[src/rtl/ibuf_hl_pkg.sv]
// Shared flit definitions for the input buffer: data width, field positions
// and flit-type encodings used by the buffer and by anything decoding flits.
package ibuf_hl_pkg;

  // Flit is [DATAW:0]; the type field sits in the top two bits,
  // the virtual-channel field directly below it.
  localparam int DATAW   = 15;
  localparam int TYPE_HI = DATAW;
  localparam int TYPE_LO = DATAW - 1;
  localparam int VCH_HI  = DATAW - 2;
  localparam int VCH_LO  = DATAW - 3;

  typedef enum logic [1:0] {
    FT_HEAD     = 2'b00,
    FT_BODY     = 2'b01,
    FT_TAIL     = 2'b10,
    FT_HEADTAIL = 2'b11
  } flit_type_e;

  function automatic logic is_head_type(input logic [1:0] t);
    return (t == FT_HEAD) || (t == FT_HEADTAIL);
  endfunction

  function automatic logic is_tail_type(input logic [1:0] t);
    return (t == FT_TAIL) || (t == FT_HEADTAIL);
  endfunction

endpackage

[src/rtl/fifo_mem_hl.sv]
// Storage array for the input buffer: one synchronous write port and one
// asynchronous read port so the front flit falls through combinationally.
module fifo_mem_hl #(
  parameter int DEPTH = 4,
  parameter int PTRW  = 2,
  parameter int WIDTH = 16
) (
  input  logic             clk,
  input  logic             we,
  input  logic [PTRW-1:0]  waddr,
  input  logic [WIDTH-1:0] wdata,
  input  logic [PTRW-1:0]  raddr,
  output logic [WIDTH-1:0] rdata
);

  logic [WIDTH-1:0] mem [DEPTH];

  // Write port; contents are deliberately not reset.
  always_ff @(posedge clk) begin
    if (we) mem[waddr] <= wdata;
  end

  assign rdata = mem[raddr];

endmodule

[src/rtl/ibuf_hl.sv]
// Router input buffer: FWFT flit FIFO plus a two-state packet FSM that
// requests route computation for each head flit, forwards on grant, and
// discards stray body/tail flits that arrive with no routed packet.
//
// state     | meaning
// ST_IDLE   | no packet routed; head at front triggers rc_en
// ST_ACTIVE | packet routed; grant pops flits until the tail
module ibuf_hl
  import ibuf_hl_pkg::*;
#(
  parameter int DEPTH = 4,
  parameter int PTRW  = 2
) (
  input  logic           clk,
  input  logic           rst_,
  input  logic [DATAW:0] idata,
  input  logic           ivalid,
  input  logic           grant,
  output logic [DATAW:0] odata,
  output logic           ovalid,
  output logic           rc_en,
  output logic           ocredit,
  output logic [PTRW:0]  count,
  output logic           full,
  output logic           err
);

  typedef enum logic {
    ST_IDLE   = 1'b0,
    ST_ACTIVE = 1'b1
  } state_e;

  state_e          state_q, state_d;
  logic [PTRW-1:0] rd_ptr_q, rd_ptr_d;
  logic [PTRW-1:0] wr_ptr_q, wr_ptr_d;
  logic [PTRW:0]   count_q, count_d;
  logic            ocredit_q, ocredit_d;
  logic            err_q, err_d;

  logic [1:0] front_type;
  logic       front_head, front_tail;
  logic       pop, discard, wr_en, overflow, mem_we;

  fifo_mem_hl #(
    .DEPTH (DEPTH),
    .PTRW  (PTRW),
    .WIDTH (DATAW + 1)
  ) u_mem (
    .clk   (clk),
    .we    (mem_we),
    .waddr (wr_ptr_q),
    .wdata (idata),
    .raddr (rd_ptr_q),
    .rdata (odata)
  );

  assign front_type = odata[TYPE_HI:TYPE_LO];
  assign front_head = is_head_type(front_type);
  assign front_tail = is_tail_type(front_type);
  assign ovalid     = (count_q != '0);
  assign full       = (count_q == (PTRW+1)'(DEPTH));
  assign count      = count_q;
  assign ocredit    = ocredit_q;
  assign err        = err_q;

  // State, pointer, occupancy and flag registers with synchronous reset.
  always_ff @(posedge clk) begin
    if (rst_) begin
      state_q   <= ST_IDLE;
      rd_ptr_q  <= '0;
      wr_ptr_q  <= '0;
      count_q   <= '0;
      ocredit_q <= 1'b0;
      err_q     <= 1'b0;
    end else begin
      state_q   <= state_d;
      rd_ptr_q  <= rd_ptr_d;
      wr_ptr_q  <= wr_ptr_d;
      count_q   <= count_d;
      ocredit_q <= ocredit_d;
      err_q     <= err_d;
    end
  end

  // Next-state: head at front gets routed; popping a tail ends the packet.
  always_comb begin
    state_d = state_q;
    case (state_q)
      ST_IDLE:   if (ovalid && front_head) state_d = ST_ACTIVE;
      ST_ACTIVE: if (pop && front_tail)    state_d = ST_IDLE;
      default:   state_d = ST_IDLE;
    endcase
  end

  // FSM outputs: grant only matters once the packet is routed; a non-head
  // at the front while idle is an orphan and is dropped immediately.
  always_comb begin
    rc_en   = 1'b0;
    pop     = 1'b0;
    discard = 1'b0;
    case (state_q)
      ST_IDLE: begin
        if (ovalid) begin
          if (front_head) begin
            rc_en = 1'b1;
          end else begin
            pop     = 1'b1;
            discard = 1'b1;
          end
        end
      end
      ST_ACTIVE: pop = grant && ovalid;
      default: ;
    endcase
  end

  // Datapath: a same-cycle pop frees the slot, so a full FIFO still accepts.
  always_comb begin
    wr_en    = ivalid && (!full || pop);
    overflow = ivalid && full && !pop;
    mem_we   = wr_en && !rst_;
    wr_ptr_d = wr_en ? wr_ptr_q + PTRW'(1) : wr_ptr_q;
    rd_ptr_d = pop   ? rd_ptr_q + PTRW'(1) : rd_ptr_q;
    case ({wr_en, pop})
      2'b10:   count_d = count_q + (PTRW+1)'(1);
      2'b01:   count_d = count_q - (PTRW+1)'(1);
      default: count_d = count_q;
    endcase
    ocredit_d = pop;
    err_d     = err_q || overflow || discard;
  end

endmodule
[config.mk]
export PLATFORM = sky130hd
export DESIGN_NAME = ibuf_hl
export DESIGN_NICKNAME = d
export VERILOG_FILES = /design/src/rtl/ibuf_hl_pkg.sv /design/src/rtl/fifo_mem_hl.sv /design/src/rtl/ibuf_hl.sv
export SDC_FILE = /design/constraint.sdc
export NUM_CORES = 1
export LEC_CHECK = 0
export ABC_AREA = 1
export CAP_MARGIN = 20
export CORE_MARGIN = 2
export CORE_UTILIZATION = 53
export CTS_CLUSTER_SIZE = 8
export DETAILED_ROUTE_END_ITERATION = 12
export PLACE_DENSITY = 0.82
export SYNTH_ARGS = -nofsm -noshare
export SYNTH_HDL_FRONTEND = slang
export SYNTH_SLANG_ARGS = --single-unit
export TNS_END_PERCENT = 30
[constraint.sdc]
create_clock -name clk -period 3.57 [get_ports clk]
set_input_delay 0.357 -clock clk [delete_from_list [all_inputs] [get_ports clk]]
set_output_delay 0.357 -clock clk [all_outputs]
set_load 0.01 [all_outputs]
==> out/results.ini, run 1 <==
[grt]
grt_pass1_wl_um=8880
antenna_found_initial=0
grt_max_degree=18
grt.total_usage_pct=19.34
grt_pass1_vias=2008
grt_overflow_total=0

[sta]
finalSetupTns_ns=0
finalWorstPathRequiredPeriod_ns=2.970
slew_violations=0
finalCritPeriodShare_pct=83.18
finalSetupViolCount=0
fin_skew_ns=0.005972
finalHoldViolCount=0
grt_setup_unrepaired=false
worst_pin_slew_ns=0.2970
slew-limit-headroom_pct=80.17
fmax_mhz=336.7

[pwr]
peakVddDrop_mv=0.5864
power_density_nw_per_um2=773.8
leakagePower_nw=1.377
total_power_mw=2.928

[drt]
vias=1986
drt_iter0_drc=150
ant_nets=0
drc=0
firstDrtPassIters=4
drt-total-wl_um=5748
viasPerCell=5.254
wl_per_cell_um=15.21

[cts]
insertion_delay_ns=0.33
cts_tree=built
clockBufferDepth=2
numCtsBuffers=9
cts_root_buffer=clkbuf_8
post_cts_resized=0
ctsHoldBuffers=0
post_cts_buffers=0
htree_levels=3
clock_sinks=76
cts.clk_slew.worst_paths_ns=0.07

[floorplan]
rows=27
core_um2=5540
die_y_um=79.82
dieWidth_um=79.82
die-area_um2=6371
num_io_pins=44
initial_utilization_pct=54.99

[logic_synthesis]
synth_enable_flop_cells=64
ys.flop_type=edfxtp_1
yosysTopAreaCell=edfxtp_1
synthCells=247
post_synth_num_cell_types=23
ys_ff_latch=76
yosys.area.top_type_share_pct=63.08
yosys_warnings=0
syn_area_um2=3047
async_reset_ff_share_pct=0
synth_most_common_cell=edfxtp_1
synth_common_cells=edfxtp_1 (64), nor2_1 (43), nand2_1 (18), o21ai_0 (18), o21ai_1 (16)
synth_area_leaders=edfxtp_1 (63%), dfxtp_1 (7.9%), nor2_1 (5.3%), o22ai_1 (3.1%), o21ai_0 (3.0%)
syn_avg_cell_area_um2=12.33
yosysSeqAreaShare_pct=70.97
syn_nets=275

[setup_path]
required_ns=3.80
start_kind=register
crit_slowest_cell=fa_1
path_max_fanout=17
crit_type=register to register
end_kind=register
critical_path_arrival_ns=3.20
timing.critical_path.mode_cell=nor2_1
slowest_delay_ns=0.38
worst-path-buf-inv=4
reg2reg_slack_ns=0.60
rr_endpoint=count[2]$_SDFFE_PP0P_
r2r_cells=15
critical-path-top-delay-family=adder cells
cp_cell_sequence=buf_4 > inv_2 > nor2_1 > o22ai_1 > ha_1 > o21ai_1 > nand2_2 > clkinv_2 > ha_1 > inv_1 > fa_1 > a21oi_1 > o21ai_0 > nor2_1 > nor2_1

[finish]
syn2layout_area_growth_pct=24.19
postLayoutCellArea_um2=3784
antenna_cells=0
layout-drive-gt1-share_pct=11.44
nets=329
fill_cells=401
final_cells=378

[run_status]
outcome=complete, no violations

[hold_path]
whs_path_depth=2
hp-start=err$_SDFF_PP0_
holdPathEnd=err$_SDFF_PP0_
hp-class=register to register

[placed_design]
port_buffers=43
dpl-instance-area_um2=3587
dpl.cell_count=362
gp_congestion=0.8021
hpwl_um=3679

[job]
drv_cap=0

[final cells by class]
cell class                 count  area (µm²)  share of cell area (%)
sequential                    76        2162                   57.14
multi-input combinational    143       768.2                   20.30
timing repair buffer          51       490.5                   12.96
clock buffer                  14       162.7                   4.299
tap                           72       90.09                   2.381
inverter                      20       76.32                   2.017
clock inverter                 2       33.78                  0.8929
[per-layer routing]
metal | GRT usage, % | wire length (µm) | vias to the layer above
li1 | - | - | 975
met5 | 0 | 0 | -
met4 | 11.19 | 97 | 0
met3 | 5.543 | 297 | 9
met2 | 33.28 | 3018 | 66
met1 | 21.29 | 2334 | 936
[registers in the layout (all words and copies together), names as in the netlist, named ones only]
register and flops:
ocredit 1, state_q 1, u_mem.mem 64, wr_ptr_q 2, err 1, count 3, rd_ptr_q 2
[cells by family (layout without fill, tap and decap cells)]
logic type / after synthesis / in the layout / synth area share (%)
AND/OR/NAND/NOR: 76 / 76 / 11.13
AO/OA/AOI/OAI: 58 / 58 / 10.27
buffers and inverters: 28 / 87 / 3.819
flip-flops: 76 / 76 / 70.96
adder cells (fa/ha/maj): 8 / 8 / 3.532
XOR/XNOR: 1 / 1 / 0.2875
[how the worst max path moves through the flow]
| stage | start | end | slack [ns] | cells past startpoint |
|---|---|---|---|---|
| CTS | register | count[2]$_SDFFE_PP0P_ | 0.63 | 15 |
| global placement | register | count[2]$_SDFFE_PP0P_ | 0.84 | 15 |
| floorplan | register | u_mem.mem[0][0]$_DFFE_PP_ | 0.85 | 9 |
| finish | register | count[2]$_SDFFE_PP0P_ | 0.60 | 15 |
| global route | register | count[2]$_SDFFE_PP0P_ | 0.32 | 16 |
| detailed placement | register | count[2]$_SDFFE_PP0P_ | 0.63 | 15 |
[report_power, final]
part	internal, mW	switching [mW]	leakage, nW	total, mW
logic	0.534	0.663	0.599	1.20
clock network	0.360	0.276	0.0983	0.636
registers	1.05	0.0458	0.680	1.10
[metrics by stage]
stage | util [%] | setup slack, ns | hold slack [ns]
3_3_place_gp | 64.75 | 0.8374 | 0.4963
4_1_cts | 68.29 | 0.6282 | 0.5137
6_report | 68.29 | 0.6003 | 0.5158
3_5_place_dp | 64.75 | 0.6298 | 0.5025
2_1_floorplan | - | 0.8462 | 0.4240
5_1_grt | 68.29 | 0.3216 | 0.5533
[cells in the final DEF (no fill, tap or decap), types with 7 or more instances in the layout]
| cell | instances |
|---|---|
| inv_1 | 14 |
| o22ai_1 | 15 |
| nor2_1 | 43 |
| nand2_1 | 18 |
| a21oi_1 | 8 |
| o21ai_1 | 16 |
| edfxtp_1 | 64 |
| clkdlybuf4s50_1 | 43 |
| clkbuf_8 | 11 |
| o21ai_0 | 18 |
| nand3_1 | 7 |
| buf_4 | 8 |
| ha_1 | 7 |
| dfxtp_1 | 12 |
[worst min-delay path, stage by stage, from the launching register on]
cell     delay (ns)
dfxtp_1        0.34
a21oi_1        0.04
a21oi_1        0.10
Note: power is estimated with default switching activity, not from simulation.
==> inputs of run 2 (changes only) <==
clock period = 3 ns   (was 3.57 ns; I/O delays follow)
==> run 2 against run 1 <==
Effect of this change:
- worst hold slack gained 0.0030 ns
- non-clock buffer count grew 2
- flip-flop and latch count did not move
- global-route usage is 0.44 points lower
- combinational power rose by 21%
- critical endpoint unchanged
- largest power group unchanged
- highest routed layer unchanged
==> out/results.ini, run 2 (synthesized netlist as in run 1, its figures left out) <==
[setup_path]
crit_type=register to register  ; unchanged
required_ns=3.24  ; was 3.80 ns
end_kind=register  ; unchanged
start_kind=register  ; unchanged
critical_path_arrival_ns=2.96  ; was 3.20 ns
path_max_fanout=15  ; was 17
cp_cell_sequence=inv_2 > buf_6 > nand2_1 > nand3_1 > nand2_1 > ha_1 > o21ai_1 > nand2_2 > clkinv_2 > ha_1 > inv_1 > fa_1 > a21oi_1 > o21ai_0 > nor2_1 > nor2_1  ; was buf_4 > inv_2 > nor2_1 > o22ai_1 > ha_1 > o21ai_1 > nand2_2 > clkinv_2 > ha_1 > inv_1 > fa_1 > a21oi_1 > o21ai_0 > nor2_1 > nor2_1
slowest_delay_ns=0.39  ; was 0.38 ns
crit_slowest_cell=fa_1  ; unchanged

[sta]
finalSetupViolCount=0  ; unchanged
fmax_mhz=368.2  ; was 336.7 MHz
finalWorstPathRequiredPeriod_ns=2.716  ; was 2.970 ns
slew_violations=0  ; unchanged
worst_pin_slew_ns=0.2923  ; was 0.2970 ns
finalCritPeriodShare_pct=90.53  ; was 83.18%
fin_skew_ns=0.008197  ; was 0.005972 ns
slew-limit-headroom_pct=80.51  ; was 80.17%
finalSetupTns_ns=0  ; unchanged
finalHoldViolCount=0  ; unchanged

[cts]
clock_sinks=76  ; unchanged
htree_levels=3  ; unchanged
post_cts_buffers=0  ; unchanged
cts.clk_slew.worst_paths_ns=0.08  ; was 0.07 ns
insertion_delay_ns=0.34  ; was 0.33 ns
cts_tree=built  ; unchanged
cts_root_buffer=clkbuf_8  ; unchanged
ctsHoldBuffers=0  ; unchanged
numCtsBuffers=9  ; unchanged
post_cts_resized=0  ; unchanged
clockBufferDepth=2  ; unchanged

[drt]
viasPerCell=5.316  ; was 5.254
drt_iter0_drc=94  ; was 150
wl_per_cell_um=14.99  ; was 15.21 µm
vias=2020  ; was 1986
drc=0  ; unchanged
drt-total-wl_um=5698  ; was 5748 µm
firstDrtPassIters=5  ; was 4
ant_nets=0  ; unchanged

[floorplan]
num_io_pins=44  ; unchanged
initial_utilization_pct=54.99  ; unchanged
rows=27  ; unchanged
die-area_um2=6371  ; unchanged
core_um2=5540  ; unchanged
dieWidth_um=79.82  ; unchanged
die_y_um=79.82  ; unchanged

[finish]
antenna_cells=0  ; unchanged
syn2layout_area_growth_pct=25.87  ; was 24.19%
fill_cells=378  ; was 401
nets=331  ; was 329
regMostFlops=u_mem.mem  ; unchanged
multi_input_area_um2=768.2  ; unchanged
final_cell_mix=edfxtp_1 (64), nor2_1 (43), clkdlybuf4s50_1 (43)  ; unchanged
postLayoutCoreUtil_pct=69.22  ; was 68.29%
layout_commonest_cell=edfxtp_1  ; unchanged
final_cells=380  ; was 378
largest_reg_flops=64  ; unchanged
regArea_um2=2165  ; was 2162 µm²
layout-drive-gt1-share_pct=13.64  ; was 11.44%
postLayoutCellArea_um2=3835  ; was 3784 µm²

[job]
drv_cap=0  ; unchanged

[pwr]
intPower_mw=2.373  ; was 1.944 mW
power_density_nw_per_um2=934.6  ; was 773.8 nW/µm²
peakVddDrop_mv=0.7417  ; was 0.5864 mV
switching_share_pct=33.78  ; was 33.61%
switchingPower_mw=1.211  ; was 984.2 µW
comb_power_share_pct=40.4  ; was 40.9%
pwr-share-seq_pct=36.8  ; was 37.4%
p_clk_share_pct=22.8  ; was 21.7%
leakagePower_nw=1.392  ; was 1.377 nW
total_power_mw=3.584  ; was 2.928 mW

[placed_design]
gp_congestion=0.7439  ; was 0.8021
dpl.cell_count=364  ; was 362
dpl-instance-area_um2=3602  ; was 3587 µm²
hpwl_um=3541  ; was 3679 µm
port_buffers=43  ; unchanged

[grt]
grt_pass1_wl_um=8832  ; was 8880 µm
grt.total_usage_pct=18.90  ; was 19.34%
antenna_found_initial=0  ; unchanged
grt_max_degree=30  ; was 18
grt_pass1_vias=2012  ; was 2008
grt_overflow_total=0  ; unchanged

[run_status]
outcome=complete, no violations  ; unchanged

[hold_path]
hp-class=register to register  ; unchanged

[run 2: final cells by class]
class	instances	area share [%]
Sequential cell	76	56.44
Multi-Input combinational cell	143	20.03
Timing Repair Buffer	53	13.57
Clock buffer	9	3.230
Clock inverter	7	2.382
Tap cell	72	2.349
Inverter	20	1.990
[run 2: final timing paths]
| path | from | to | slack [ns] | depth (start not counted) |
|---|---|---|---|---|
| worst max-delay path | register | count[2]$_SDFFE_PP0P_ | 0.28 | 16 |
| worst min-delay path | rd_ptr_q[1]$_SDFFE_PP0N_ | register | 0.52 | 2 |
| worst max register to register | register | count[2]$_SDFFE_PP0P_ | 0.28 | 16 |
| worst min register to register | rd_ptr_q[1]$_SDFFE_PP0N_ | register | 0.52 | 2 |
[run 2: power groups by stage]
stage	sequential [mW]	combinational [mW]	clock, mW
global placement	1.33	1.36	0
finish	1.32	1.45	0.819
detailed placement	1.34	1.40	0
global route	1.33	1.60	0.863
floorplan	1.34	0.803	0
CTS	1.31	1.41	0.836
[run 2: per-layer routing]
metal / up-vias / wire length [µm] / global-route usage [%]
met4: 0 / 134 / 12.54
li1: 990 / - / -
met2: 55 / 2911 / 30.59
met3: 12 / 263 / 3.620
met5: - / 0 / 0
met1: 963 / 2389 / 23.08
[run 2: through the flow]
stage | setup WS, ns | hold slack (ns)
final | 0.2840 | 0.5187
after global routing | -0.03918 | 0.5587
after CTS | 0.2245 | 0.5154
after detailed placement | 0.2518 | 0.5052
after global placement | 0.3640 | 0.4964
after floorplan | 0.2762 | 0.3670
[run 2: worst max-delay path, delay by kind of cell (launching register included)]
| kind | cells | cell delay, ns |
|---|---|---|
| adder cells (fa/ha/maj) | 3 | 0.87 |
| AO/OA/AOI/OAI | 3 | 0.49 |
| AND/OR/NAND/NOR | 6 | 0.47 |
| buffers and inverters | 4 | 0.42 |
| flip-flops | 1 | 0.36 |
==> variant: new RTL, config.mk and constraints of run 2 <==
Make the reset (`rst_`) asynchronous in one clocked block. Comments in the files are not updated.
--- a/src/rtl/ibuf_hl.sv
+++ b/src/rtl/ibuf_hl.sv
@@ -64,7 +64,7 @@
   assign err        = err_q;
 
   // State, pointer, occupancy and flag registers with synchronous reset.
-  always_ff @(posedge clk) begin
+  always_ff @(posedge clk or posedge rst_) begin
     if (rst_) begin
       state_q   <= ST_IDLE;
       rd_ptr_q  <= '0;
Function: differs if rst_ is asserted again (counterexample within 4 cycles, from zero or initial values and one cycle with rst_ high); with rst_ held inactive, the same outputs for 4 cycles.
==> variant against run 2 <==
  * Cell area is essentially flat
  * Clock power down 4.6%
  * Total power is 7.7% higher
  * Via count decreased by 2.0%
  * Wire length up 7.0%
  * Sequential cell count down 2
  * Area after synthesis is 1.6% higher
  * Worst setup slack worse by 0.055 ns
  * Critical endpoint is now count[2]
==> variant: results (changes against run 2) <==
status completed; Post-synth EDFFs 64 (unchanged); detailed placement HPWL 3880 µm (+9.7%); Placed Instances 351 (-3.6%); WL met2 3250 µm (+12%); Pre-Repair DR Iteration Count 4 (-1); Slowest-stage cell, CP dfrtp_2; M1 wire length 2570 µm (+7.5%); hold slack 0.252 ns (-0.267 ns); library cells used by synthesis 27 (+17%); layout cell share with drive strength beyond 1 0.150 (+0.0138); maximum VDD drop 0.000622 V (-16%); met2 Resource Use GR 0.350 (+0.0441); Layout Nets 318 (-3.9%); met1 Usage GRT 0.250 (+0.0196); CP arrival 2.99 ns (+0.03 ns); first-pass GRT wire length 9520 µm (+7.7%); Root Buffer clkbuf_8; Psw 1360 µW (+13%); Seq/Total Area, Yosys 0.702 (-0.00795); final WL 6100 µm (+7.0%); clock skew 0.00706 ns (-0.00114 ns); Synth async-reset ratio 0.135 (+0.135); DR WL met3 185 µm (-30%); worst r2r dst count[2]; largest net degree at the start of global routing 28 (-6.7%); CP max stage delay 0.48 ns (+0.09 ns); Gate Count Post-Synth 235 (-4.9%); vias in the first global route 1945 (-3.3%); GR Util All Layers 0.206 (+0.0170); worst-case reg-to-reg path depth 16 (unchanged); hold crit path type in2async; Routability Congestion 0.748 (+0.50%); final non-filler cell total 365 (-3.9%); Clk power 781 µW (-4.6%); syn nets 263 (-4.4%); Synth area leaders edfxtp_1 (62%), dfrtp_1 (8.1%), o21ai_0 (4.4%); Reg power frac 0.360 (-0.008); Slew Limit Headroom 0.681 (-0.124); clk buf depth 2 (unchanged); Iter 0 DRT Violations 91 (-3.2%)
## variant: cell types whose count changed after synthesis, moves of 2 or more
cell and change:
nor2_1 -10, a21oi_1 -6, nand3_1 -2, o21ai_1 -8, dfxtp_1 -12, buf_2 -4
buf_6 +4, xnor2_1 +2, nor2_2 +4, o21ai_0 +9, dfrtp_1 +10, nand2_1 -4
buf_4 +2
## variant: how the worst max path moves through the flow
stage,start,endpoint,slack (ns),cells past startpoint
floorplan,rd_ptr_q[1],count[2],0.26,15
global placement,rd_ptr_q[0],count[2],0.28,16
detailed placement,rd_ptr_q[0],count[2],0.11,16
CTS,rd_ptr_q[0],count[2],0.12,16
global route,rd_ptr_q[0],count[2],-0.004,16
finish,rd_ptr_q[0],count[2],0.23,16
## variant: area by class of cell
class / instances / area (µm²)
clock inverters: 5 / 71.3
flip-flops and latches: 74 / 2170
fillers: 395 / 1740
multi-input cells: 131 / 768
inverters: 20 / 83.8
repair buffers: 54 / 526
clock buffers: 9 / 124
well taps: 72 / 90.1
## variant: cell families (layout without fill, tap and decap cells)
family	after synthesis	in the layout	synth area share
flops	74	74	0.702
simple gates	67	67	0.111
compound gates	52	52	0.0901
buf+inv	30	88	0.0513
fa+ha+maj	8	8	0.0348
xor+xnor	4	4	0.0113
## variant: metrics by stage
| stage | area, µm² | setup slack [ns] | TNS [ns] | power [µW] |
|---|---|---|---|---|
| 2_1_floorplan | 3100 | 0.256 | 0 | 2430 |
| 6_report | 3840 | 0.229 | 0 | 3860 |
| 4_1_cts | 3830 | 0.116 | 0 | 3860 |
| 3_3_place_gp | 3630 | 0.279 | 0 | 3010 |
| 3_5_place_dp | 3630 | 0.109 | 0 | 3070 |
| 5_1_grt | 3840 | -0.00424 | -0.00424 | 4090 |
